<file path="config.mk">
export PLATFORM = sky130hd
export DESIGN_NAME = npc_ras_flat
export DESIGN_NICKNAME = d
export VERILOG_FILES = /design/src/rtl/npc_ras_pkg.sv /design/src/rtl/npc_ras_if.sv /design/src/rtl/npc_ras_ras_stack.sv /design/src/rtl/npc_ras.sv /design/src/flat_wrapper.sv
export SDC_FILE = /design/constraint.sdc
export NUM_CORES = 1
export LEC_CHECK = 0
export BUFFER_PORTS_ARGS = -buffer_cell sky130_fd_sc_hd__clkbuf_2
export CAP_MARGIN = 20
export CORE_MARGIN = 3
export CORE_UTILIZATION = 40
export CTS_BUF_LIST = sky130_fd_sc_hd__clkbuf_8
export DETAILED_ROUTE_END_ITERATION = 8
export HOLD_SLACK_MARGIN = 0.05
export PLACE_DENSITY_LB_ADDON = 0.1
export RECOVER_POWER = 25
export SYNTH_ARGS = -nofsm -noshare
export SYNTH_HDL_FRONTEND = slang
export SYNTH_HIERARCHICAL = 1
export SYNTH_SLANG_ARGS = --single-unit
</file>
<file path="constraint.sdc">
create_clock -name clk -period 4.6 [get_ports clk]
set_input_delay 0.23 -clock clk [delete_from_list [all_inputs] [get_ports clk]]
set_output_delay 0.23 -clock clk [all_outputs]
set_load 0.02 [all_outputs]
</file>
<file path="src/rtl/npc_ras_pkg.sv">
// Shared encodings for the next-PC generator: NPCOp / BrOp codes and the
// default reset PC. Optional feature macro used by this block: NPC_PERF_EN.
package npc_ras_pkg;

  // Next-PC source select driven by the decoder.
  typedef enum logic [2:0] {
    NPC_PC4 = 3'd0,
    NPC_BR  = 3'd1,
    NPC_J   = 3'd2,
    NPC_JR  = 3'd3
  } npc_op_e;

  // Branch compare modes; all compares treat rs as signed.
  typedef enum logic [2:0] {
    BR_BEQ  = 3'd0,
    BR_BNE  = 3'd1,
    BR_BLEZ = 3'd2,
    BR_BGTZ = 3'd3,
    BR_BLTZ = 3'd4,
    BR_BGEZ = 3'd5
  } br_op_e;

  localparam logic [31:0] DEF_RESET_PC = 32'h0000_3000;

  // Branch condition from pre-decoded compare facts; unknown modes never take.
  function automatic logic br_cond(input logic [2:0] br_op, input logic a_neg,
                                   input logic a_zero, input logic a_eq_b);
    logic r;
    r = 1'b0;
    case (br_op)
      BR_BEQ:  r = a_eq_b;
      BR_BNE:  r = !a_eq_b;
      BR_BLEZ: r = a_neg || a_zero;
      BR_BGTZ: r = !a_neg && !a_zero;
      BR_BLTZ: r = a_neg;
      BR_BGEZ: r = !a_neg;
      default: r = 1'b0;
    endcase
    return r;
  endfunction

endpackage

</file>
<file path="src/rtl/npc_ras_if.sv">
// D-stage control bus between the decoder (master) and the next-PC
// generator (slave). Optional feature macro of this block: NPC_PERF_EN
// (its counters are plain ports on npc_ras, not part of this bus).
//
// Handshake: there is no valid/ready pair. Every D-stage field is treated
// as valid on every cycle; stall is the sole qualifier and, when high,
// freezes F_PC and the RAS while the combinational outputs stay live.
interface npc_ras_if #(
  parameter int PC_W      = 32,
  parameter int RAS_PTR_W = 2
);
  logic              stall;
  logic [PC_W-1:0]   D_PC;
  logic [2:0]        NPCOp;
  logic [2:0]        BrOp;
  logic              link;
  logic              rs_is_ra;
  logic [PC_W-1:0]   cmp_a;
  logic [PC_W-1:0]   cmp_b;
  logic [25:0]       IR26;
  logic [PC_W-1:0]   F_PC;
  logic [PC_W-1:0]   NPC;
  logic [PC_W-1:0]   PC8;
  logic              br_taken;
  logic [PC_W-1:0]   ras_top;
  logic              ras_miss;
  logic [RAS_PTR_W:0] ras_count;   // debug view of RAS occupancy

  modport master (
    output stall, D_PC, NPCOp, BrOp, link, rs_is_ra, cmp_a, cmp_b, IR26,
    input  F_PC, NPC, PC8, br_taken, ras_top, ras_miss, ras_count
  );

  modport slave (
    input  stall, D_PC, NPCOp, BrOp, link, rs_is_ra, cmp_a, cmp_b, IR26,
    output F_PC, NPC, PC8, br_taken, ras_top, ras_miss, ras_count
  );
endinterface

</file>
<file path="src/rtl/npc_ras_ras_stack.sv">
// Circular return-address stack. ptr is the next write slot; the top entry
// is ptr-1. Pushing when full overwrites the oldest entry, popping when
// empty is ignored. top is the raw entry; callers mask it with empty.
module ras_stack #(
  parameter int RAS_DEPTH = 4,
  parameter int PC_W      = 32,
  localparam int PTR_W    = $clog2(RAS_DEPTH)
) (
  input  logic             clk,
  input  logic             reset,
  input  logic             push,
  input  logic             pop,
  input  logic [PC_W-1:0]  push_data,
  output logic [PC_W-1:0]  top,
  output logic             empty,
  output logic [PTR_W:0]   count
);

  localparam logic [PTR_W:0] FULL = (PTR_W + 1)'(RAS_DEPTH);

  logic [PC_W-1:0]  mem [RAS_DEPTH];
  logic [PTR_W-1:0] ptr;
  logic [PTR_W-1:0] top_idx;

  // Stack storage, pointer and saturating occupancy count.
  always_ff @(posedge clk or posedge reset) begin
    if (reset) begin
      for (int i = 0; i < RAS_DEPTH; i++) mem[i] <= '0;
      ptr   <= '0;
      count <= '0;
    end else if (push) begin
      mem[ptr] <= push_data;
      ptr      <= ptr + PTR_W'(1);
      if (count != FULL) count <= count + (PTR_W + 1)'(1);
    end else if (pop && (count != '0)) begin
      ptr   <= ptr - PTR_W'(1);
      count <= count - (PTR_W + 1)'(1);
    end
  end

  // Read port: most recent entry sits just below the write pointer.
  always_comb begin
    top_idx = ptr - PTR_W'(1);
    top     = mem[top_idx];
    empty   = (count == '0);
  end

endmodule

</file>
<file path="src/rtl/npc_ras.sv">
// Next-PC generator for the 5-stage MIPS pipeline: owns F_PC, resolves
// D-stage branches/jumps and keeps a return-address stack for jal/jr $31.
// Optional feature: define NPC_PERF_EN to add perf_taken / perf_ras_miss
// counters.
module npc_ras
  import npc_ras_pkg::*;
#(
  parameter int              PC_W      = 32,
  parameter logic [PC_W-1:0] RESET_PC  = PC_W'(DEF_RESET_PC),
  parameter int              RAS_DEPTH = 4,
  parameter int              RAS_PTR_W = $clog2(RAS_DEPTH)
) (
  input  logic        clk,
  input  logic        reset,
  npc_ras_if.slave    bus
`ifdef NPC_PERF_EN
  ,
  output logic [31:0] perf_taken,
  output logic [31:0] perf_ras_miss
`endif
);

  logic [PC_W-1:0] f_pc;
  logic [PC_W-1:0] pc4_f;
  logic [PC_W-1:0] pc4_d;
  logic [PC_W-1:0] br_off;
  logic [PC_W-1:0] br_target;
  logic [PC_W-1:0] j_target;
  logic            a_neg;
  logic            a_zero;
  logic            a_eq_b;
  logic            cond;
  logic [PC_W-1:0] npc;
  logic            taken;
  logic            push;
  logic            pop_req;
  logic [PC_W-1:0] stk_top;
  logic            stk_empty;
  logic [PC_W-1:0] ras_top;
  logic [RAS_PTR_W:0] stk_count;

  // Fetch PC register; stall freezes it.
  always_ff @(posedge clk or posedge reset) begin
    if (reset)           f_pc <= RESET_PC;
    else if (!bus.stall) f_pc <= npc;
  end

  // Branch compare and next-PC select; arithmetic wraps at PC_W bits.
  always_comb begin
    pc4_f     = f_pc + PC_W'(4);
    pc4_d     = bus.D_PC + PC_W'(4);
    br_off    = {{(PC_W - 18){bus.IR26[15]}}, bus.IR26[15:0], 2'b00};
    br_target = pc4_d + br_off;
    j_target  = {bus.D_PC[PC_W-1:28], bus.IR26, 2'b00};
    a_neg     = bus.cmp_a[PC_W-1];
    a_zero    = (bus.cmp_a == '0);
    a_eq_b    = (bus.cmp_a == bus.cmp_b);
    cond      = br_cond(bus.BrOp, a_neg, a_zero, a_eq_b);
    npc       = pc4_f;
    taken     = 1'b0;
    case (bus.NPCOp)
      NPC_BR: begin
        taken = cond;
        if (cond) npc = br_target;
      end
      NPC_J: begin
        taken = 1'b1;
        npc   = j_target;
      end
      NPC_JR: begin
        taken = 1'b1;
        npc   = bus.cmp_a;
      end
      default: begin
        taken = 1'b0;
        npc   = pc4_f;
      end
    endcase
  end

  // RAS control: jal/jalr push (jalr $31 pushes only), jr $31 pops.
  // pop_req ignores stall so ras_miss stays visible in stalled cycles.
  always_comb begin
    push    = !bus.stall && bus.link &&
              ((bus.NPCOp == NPC_J) || (bus.NPCOp == NPC_JR));
    pop_req = (bus.NPCOp == NPC_JR) && bus.rs_is_ra && !bus.link;
    ras_top = stk_empty ? '0 : stk_top;
  end

  ras_stack #(
    .RAS_DEPTH (RAS_DEPTH),
    .PC_W      (PC_W)
  ) u_ras_stack (
    .clk       (clk),
    .reset     (reset),
    .push      (push),
    .pop       (pop_req && !bus.stall),
    .push_data (bus.D_PC + PC_W'(8)),
    .top       (stk_top),
    .empty     (stk_empty),
    .count     (stk_count)
  );

  // Drive the bus outputs.
  always_comb begin
    bus.F_PC      = f_pc;
    bus.NPC       = npc;
    bus.PC8       = bus.D_PC + PC_W'(8);
    bus.br_taken  = taken;
    bus.ras_top   = ras_top;
    bus.ras_miss  = pop_req && (ras_top != bus.cmp_a);
    bus.ras_count = stk_count;
  end

`ifdef NPC_PERF_EN
  // Event counters; stalled cycles are not counted, both wrap at 2^32.
  always_ff @(posedge clk or posedge reset) begin
    if (reset) begin
      perf_taken    <= '0;
      perf_ras_miss <= '0;
    end else if (!bus.stall) begin
      if (taken) perf_taken <= perf_taken + 32'd1;
      if (pop_req && (ras_top != bus.cmp_a)) perf_ras_miss <= perf_ras_miss + 32'd1;
    end
  end
`endif

endmodule

</file>
<file path="src/flat_wrapper.sv">
// flat-port wrapper written by rule: the top's interface ports become plain ports
module npc_ras_flat import npc_ras_pkg::*;
#(
  parameter int              PC_W      = 32,
  parameter logic [PC_W-1:0] RESET_PC  = PC_W'(DEF_RESET_PC),
  parameter int              RAS_DEPTH = 4,
  parameter int              RAS_PTR_W = $clog2(RAS_DEPTH)
)
  (clk, reset, bus_stall, bus_D_PC, bus_NPCOp, bus_BrOp, bus_link, bus_rs_is_ra, bus_cmp_a, bus_cmp_b, bus_IR26, bus_F_PC, bus_NPC, bus_PC8, bus_br_taken, bus_ras_top, bus_ras_miss, bus_ras_count);
  npc_ras_if #(.PC_W(PC_W), .RAS_PTR_W(RAS_PTR_W)) bus_i ();
  input  logic clk;
  input  logic reset;
  input wire logic [$bits(bus_i.stall)-1:0] bus_stall;
  input wire logic [$bits(bus_i.D_PC)-1:0] bus_D_PC;
  input wire logic [$bits(bus_i.NPCOp)-1:0] bus_NPCOp;
  input wire logic [$bits(bus_i.BrOp)-1:0] bus_BrOp;
  input wire logic [$bits(bus_i.link)-1:0] bus_link;
  input wire logic [$bits(bus_i.rs_is_ra)-1:0] bus_rs_is_ra;
  input wire logic [$bits(bus_i.cmp_a)-1:0] bus_cmp_a;
  input wire logic [$bits(bus_i.cmp_b)-1:0] bus_cmp_b;
  input wire logic [$bits(bus_i.IR26)-1:0] bus_IR26;
  output wire logic [$bits(bus_i.F_PC)-1:0] bus_F_PC;
  output wire logic [$bits(bus_i.NPC)-1:0] bus_NPC;
  output wire logic [$bits(bus_i.PC8)-1:0] bus_PC8;
  output wire logic [$bits(bus_i.br_taken)-1:0] bus_br_taken;
  output wire logic [$bits(bus_i.ras_top)-1:0] bus_ras_top;
  output wire logic [$bits(bus_i.ras_miss)-1:0] bus_ras_miss;
  output wire logic [$bits(bus_i.ras_count)-1:0] bus_ras_count;
  assign bus_i.stall = bus_stall;
  assign bus_i.D_PC = bus_D_PC;
  assign bus_i.NPCOp = bus_NPCOp;
  assign bus_i.BrOp = bus_BrOp;
  assign bus_i.link = bus_link;
  assign bus_i.rs_is_ra = bus_rs_is_ra;
  assign bus_i.cmp_a = bus_cmp_a;
  assign bus_i.cmp_b = bus_cmp_b;
  assign bus_i.IR26 = bus_IR26;
  assign bus_F_PC = bus_i.F_PC;
  assign bus_NPC = bus_i.NPC;
  assign bus_PC8 = bus_i.PC8;
  assign bus_br_taken = bus_i.br_taken;
  assign bus_ras_top = bus_i.ras_top;
  assign bus_ras_miss = bus_i.ras_miss;
  assign bus_ras_count = bus_i.ras_count;
  npc_ras #(.PC_W(PC_W), .RESET_PC(RESET_PC), .RAS_DEPTH(RAS_DEPTH), .RAS_PTR_W(RAS_PTR_W)) u_core (.clk(clk), .reset(reset), .bus(bus_i));
endmodule
</file>
**Word level (Yosys, flattened, before mapping)**

Index checks and enable logic that the tools add are counted.

- Bits in registers: 165
- Bits in latches: 0
- RAM bits: 0
- Memory bits (read-only): 0
- Bits of input ports: 133
- Memories: 0

- $add $sub $neg: 8
- Multiply operators: 0
- Divide/modulo/power cells: 0
- Magnitude comparators: 3
- Equality and inequality tests: 12
- Shifts and indexed selects: 0
- Multiplexer cells: 16
- Bitwise logic cells: 2
- Reduce and logical (&&, ||, !) cells: 23

Operators by type and width:

| kind | number |
|---|---|
| $mux W32 | 5 |
| $bwmux W128 | 1 |
| $pmux W32 S3 | 1 |
| $add A32 B3 Y32 const B | 2 |
| $bmux W32 S2 | 1 |
| $demux W32 S2 | 1 |
| $add A32 B32 Y32 | 1 |
| $add A32 B4 Y32 const B | 1 |
| $eq A32 B32 Y1 | 1 |
| $logic_not A32 Y1 | 1 |
| $ne A32 B32 Y1 | 1 |
| $eq A3 B2 Y1 const B | 4 |
| $logic_and A1 B1 Y1 | 9 |
| $mux W3 | 3 |
| $eq A3 B1 Y1 const B | 2 |
| $eq A3 B3 Y1 const B | 2 |
| $ge A3 B3 Y1 const B | 2 |
| $logic_not A3 Y1 | 2 |
| $not A2 Y3 | 2 |
| $pmux W1 S6 | 1 |
| $logic_not A1 Y1 | 5 |
| $mux W2 | 2 |
| $add A3 B1 Y3 const B | 1 |
| $lt A3 B1 Y1 const B | 1 |
| 11 further kinds | 12 |

**Depth between registers and ports, before layout**

- Depth in word-level cells: 8
- Gate-level depth with buffers: 14

**Cells and area by module**

Netlist, hierarchy kept.

Modules (own cells, without submodules):

| module | instances | cells each | area each (µm²) |
|---|---|---|---|
| npc_ras | 1 | 853 | 6,505.0 |
| ras_stack | 1 | 351 | 6,118.4 |

**Worst setup path after synthesis**

OpenSTA, ideal clock, no wires.

- Kind: register to output
- From: register u_core.u_ras_stack.ptr[0]
- To: output bus_ras_miss
- Arrival time: 2.955 ns
- Slack: 1.415 ns
- Stages on the path, launching flop included: 15
- Buffers on the path: 6
- Cells stage by stage: dfrtp_1 > buf_6 > buf_6 > buf_4 > inv_1 > ha_1 > buf_6 > buf_6 > buf_4 > mux4_2 > nor2b_1 > xnor2_1 > nand4_1 > nor4_1 > a21oi_1

- Word-level cells in the longest chain between the ends: 8

Ends and longest elaborated chain:

| what | line | source |
|---|---|---|
| start, declared | npc_ras_ras_stack.sv:22 | `logic [PTR_W-1:0] ptr;` |
| start signal, assigned | npc_ras_ras_stack.sv:33 | `ptr <= ptr + PTR_W'(1);` |
| start signal, assigned | npc_ras_ras_stack.sv:36 | `ptr <= ptr - PTR_W'(1);` |
| $sub A2 B1 Y2 | npc_ras_ras_stack.sv:43 | `top_idx = ptr - PTR_W'(1);` |
| via u_core.u_ras_stack.top_idx[0] | npc_ras_ras_stack.sv:23 | `logic [PTR_W-1:0] top_idx;` |
| $not A2 Y3 (implied by the code) | npc_ras_ras_stack.sv:44 | `top = mem[top_idx];` |
| $bmux W32 S2 | npc_ras_ras_stack.sv:44 |  |
| $mux W32 (implied by the code) (2 in series) | npc_ras_ras_stack.sv:44 |  |
| via u_core.stk_top[23] | npc_ras.sv:37 | `logic [PC_W-1:0] stk_top;` |
| $mux W32 | npc_ras.sv:87 | `ras_top = stk_empty ? '0 : stk_top;` |
| via bus_ras_top[23] | flat_wrapper.sv:26 | `output wire logic [$bits(bus_i.ras_top)-1:0] bus_ras_top;` |
| $ne A32 B32 Y1 | npc_ras.sv:111 | `bus.ras_miss = pop_req && (ras_top != bus.cmp_a);` |
| $logic_and A1 B1 Y1 | npc_ras.sv:111 |  |
| end, declared | flat_wrapper.sv:27 | `output wire logic [$bits(bus_i.ras_miss)-1:0] bus_ras_miss;` |

The timed path passes the listed nets, and every way through them passes these cells. The select of a mux whose other input is x is not followed.

**Worst setup path after layout**

- From: register u_core.u_ras_stack.ptr[1]
- To: output bus_ras_miss

- Word-level cells in the longest chain between the ends: 8

Ends and longest elaborated chain:

| what | line |
|---|---|
| $sub A2 B1 Y2 | npc_ras_ras_stack.sv:43 |
| $not A2 Y3 (implied by the code) | npc_ras_ras_stack.sv:44 |
| $bmux W32 S2 | npc_ras_ras_stack.sv:44 |
| $mux W32 (implied by the code) (2 in series) | npc_ras_ras_stack.sv:44 |
| via u_core.stk_top[28] | npc_ras.sv:37 |
| $mux W32 | npc_ras.sv:87 |
| $ne A32 B32 Y1 | npc_ras.sv:111 |
| $logic_and A1 B1 Y1 | npc_ras.sv:111 |

The timed path passes the listed nets, and every way through them passes these cells. The select of a mux whose other input is x is not followed.

==> flow_metrics.py <==
metrics = {
    "synth": {
        "syn_area_per_cell_sq_um": 10.5,
        "synth-main-ff-cell": "dfrtp_1",
        "seq_area_frac_synth": 0.327,
        "async_flop_share": 1.00,
        "synth_area_sq_um": 12600,
        "ys_seq_elements": 165,
        "synthTopCellsByArea": "dfrtp_1 32%, mux2_2 11%, ha_1 6.2%",
        "syn-num-nets": 1402,
        "ys_types": 82,
        "synth_warnings": 6,
        "synth_top_cell_by_area": "dfrtp_1",
        "synth.most_common_cell": "dfrtp_1",
        "netlist_instances": 1204,
        "synth_edf_count": 0,
        "synthTopCellsByCount": "163 x dfrtp_1, 118 x mux2_2, 77 x xnor2_1",
        "synth_top_area_share": 0.323,
    },
    "cts": {
        "cts.sinks": 165,
        "cts_tree": "done",
        "cts-root-buf": "clkbuf_8",
        "holdBufCountCts": 2,
        "ctsLongestPathBuffers": 2,
        "post-cts-setup-buffer-count": 0,
        "htreeDepth": 4,
        "cts_resized": 0,
        "clkTransAtPathRegs_ps": 100,
        "clk_latency_ps": 500,
        "cts_made_buffers": 17,
    },
    "floorplanning": {
        "core_area_sq_um": 30800,
        "die_y_um": 184,
        "initial_core_util": 0.409,
        "io_pins": 266,
        "die_w_um": 184,
        "die_area_sq_um": 33700,
        "rows": 64,
    },
    "setup_path": {
        "cp.arrival_ps": 3870,
        "worst-r2r-setup-slack_ps": 1560,
        "critPathBufInv": 3,
        "rr_worst_depth": 8,
        "worstReg2RegStart": "u_core/bus.F_PC[15]$_DFFE_PP0N_",
        "crit_type": "register to primary output",
        "endpoint_kind": "primary output",
        "startpoint": "u_core/u_ras_stack/ptr[1]$_DFFE_PP0P_",
        "crit_chain": "inv_1 > ha_2 > buf_4 > mux4_2 > nor2b_1 > xnor2_1 > nand4_1 > nor4_1 > a21oi_1 > clkbuf_2",
        "required_ps": 4370,
        "slowest_delay_ps": 890,
        "startpoint_type": "register",
        "cpMaxStageDelayCell": "ha_2",
        "r2r_end": "u_core/bus.F_PC[30]$_DFFE_PP0N_",
        "crit_family": "adder cells",
        "cp_max_fo": 22,
    },
    "pwr": {
        "max-vdd-ir-drop_uv": 335,
        "total_power_mw": 7.93,
        "p_leak_nw": 6.86,
        "p_per_area_nw_per_um2": 543,
    },
    "global_routing": {
        "grt_pass1_wl_mm": 68.5,
        "first_global_vias": 10733,
        "grt.overflow.total": 0,
        "grt_max_degree": 79,
        "antenna_found_initial": 4,
        "grt_use_total": 0.275,
        "met3_usage": 0.0501,
        "use_met1": 0.367,
        "use_met2": 0.444,
        "grt-busiest-layer": "met2",
    },
    "timing": {
        "rsz0062_at_grt": "false",
        "tns_ps": 0,
        "maxSlewViolCount": 80,
        "max_slew_margin": -0.701,
        "tightest_slew_ps": 2540,
        "hold_viol": 0,
        "setup_viol": 0,
        "max_freq_mhz": 244,
        "fin_skew_ps": 16.6,
        "period_minus_slack_ps": 4100,
        "fin_crit_sh": 0.892,
    },
    "route": {
        "wirelength_mm": 47.0,
        "avgRoutedWirePerCell_um": 25.3,
        "num_vias": 10804,
        "drc_errors": 0,
        "vias_per_cell": 5.81,
        "firstDrtPassIters": 5,
        "drtAntennaViolNets": 0,
        "drt_iter0_markers": 863,
    },
    "final_layout": {
        "nets": 1643,
        "fill_cells": 3019,
        "layout-drive-gt1-share": 0.335,
        "fin_util": 0.474,
        "area_delta_synth_final_pct": 15.8,
    },
    "min_path": {
        "holdCritPathClass": "input port to register",
        "min_path_cells": 2,
        "whs_endpoint": "u_core/u_ras_stack/mem[1]$_DFFE_PP0P_",
        "min_from": "bus_D_PC[1]",
    },
    "outcome": {
        "violations": "capacitance limit, slew limit",
        "status": "finished, violations left",
    },
    "placement": {
        "hpwl_mm": 36.6,
        "portBuffers": 265,
        "gp_congestion": 0.937,
    },
    "run": {
        "maxCapViolations": 2,
    },
}
==> cells by family (layout without fill, tap and decap cells) <==
| family | Yosys count | after routing | synth area share |
|---|---|---|---|
| flip-flops | 165 | 165 | 0.327 |
| adder cells (fa/ha/maj) | 65 | 65 | 0.0656 |
| multiplexers | 182 | 182 | 0.201 |
| other | 0 | 4 | 0 |
| AO/OA/AOI/OAI | 218 | 218 | 0.121 |
| buffers and inverters | 94 | 348 | 0.0421 |
| XOR/XNOR | 142 | 142 | 0.0985 |
| AND/OR/NAND/NOR | 338 | 338 | 0.144 |
==> cell usage in the layout (no fill, tap or decap), types with 17 or more instances in the layout <==
master and n:
xor2_1 65, clkbuf_8 17, a21o_1 23, and3_1 20, dfrtp_1 162, xnor2_1 77
nand3_1 26, clkbuf_1 30, nor2b_1 35, a21oi_1 53, inv_1 32, ha_1 62
mux4_2 28, mux2_2 118, nor2_1 64, clkbuf_2 236, nor4_1 19, mux2_4 31
nand2_1 75, nand4_1 26, o21ai_0 29
==> where the power goes <==
group | leakage, nW | switching, mW | internal (mW)
sequential | 2.08 | 0.378 | 2.00
clock | 0.227 | 0.633 | 0.606
combinational | 4.56 | 2.40 | 1.92
total | 6.86 | 3.41 | 4.52
==> stage by stage <==
step	cells	setup slack [ps]	hold slack [ps]	cell area [sq um]
3_5_place_dp	1820	877	336	14200
3_3_place_gp	1820	900	325	14200
6_report	1858	499	76.8	14600
4_1_cts	1854	461	53.3	14700
2_1_floorplan	1204	816	345	12600
5_1_grt	1857	303	81.8	14600
==> final cells by class <==
class,count,area (sq um),share of cell area
Antenna cell,4,10.0,0.000685
Multi-Input combinational cell,945,7970,0.545
Inverter,34,129,0.00881
Clock inverter,15,215,0.0147
Sequential cell,165,4130,0.283
Tap cell,396,495,0.0339
Timing Repair Buffer,282,1430,0.0979
Clock buffer,17,234,0.0160
==> routing by layer <==
metal  part of all wire  up-vias
li1                   -     4945
met1               0.43     5313
met2               0.47      469
met3              0.067       75
met4              0.034        2
met5            0.00028        -
==> state kept, by name, summed over array words and instances (netlist names) <==
name / count
u_core/bus.F_PC: 32
u_core/u_ras_stack/mem: 128
u_core/u_ras_stack/ptr: 2
u_core/u_ras_stack/count: 3
==> worst max path at each step <==
stage,endpoint,slack [ps],depth (start not counted)
after floorplan,u_core/u_ras_stack/count[0]$_DFFE_PP0P_,820,1
after global placement,bus_NPC[20],900,11
after detailed placement,bus_NPC[20],880,11
after CTS,bus_ras_miss,460,10
after global routing,bus_NPC[29],300,17
final,bus_ras_miss,500,10
Note: power is estimated with default switching activity, not from simulation.
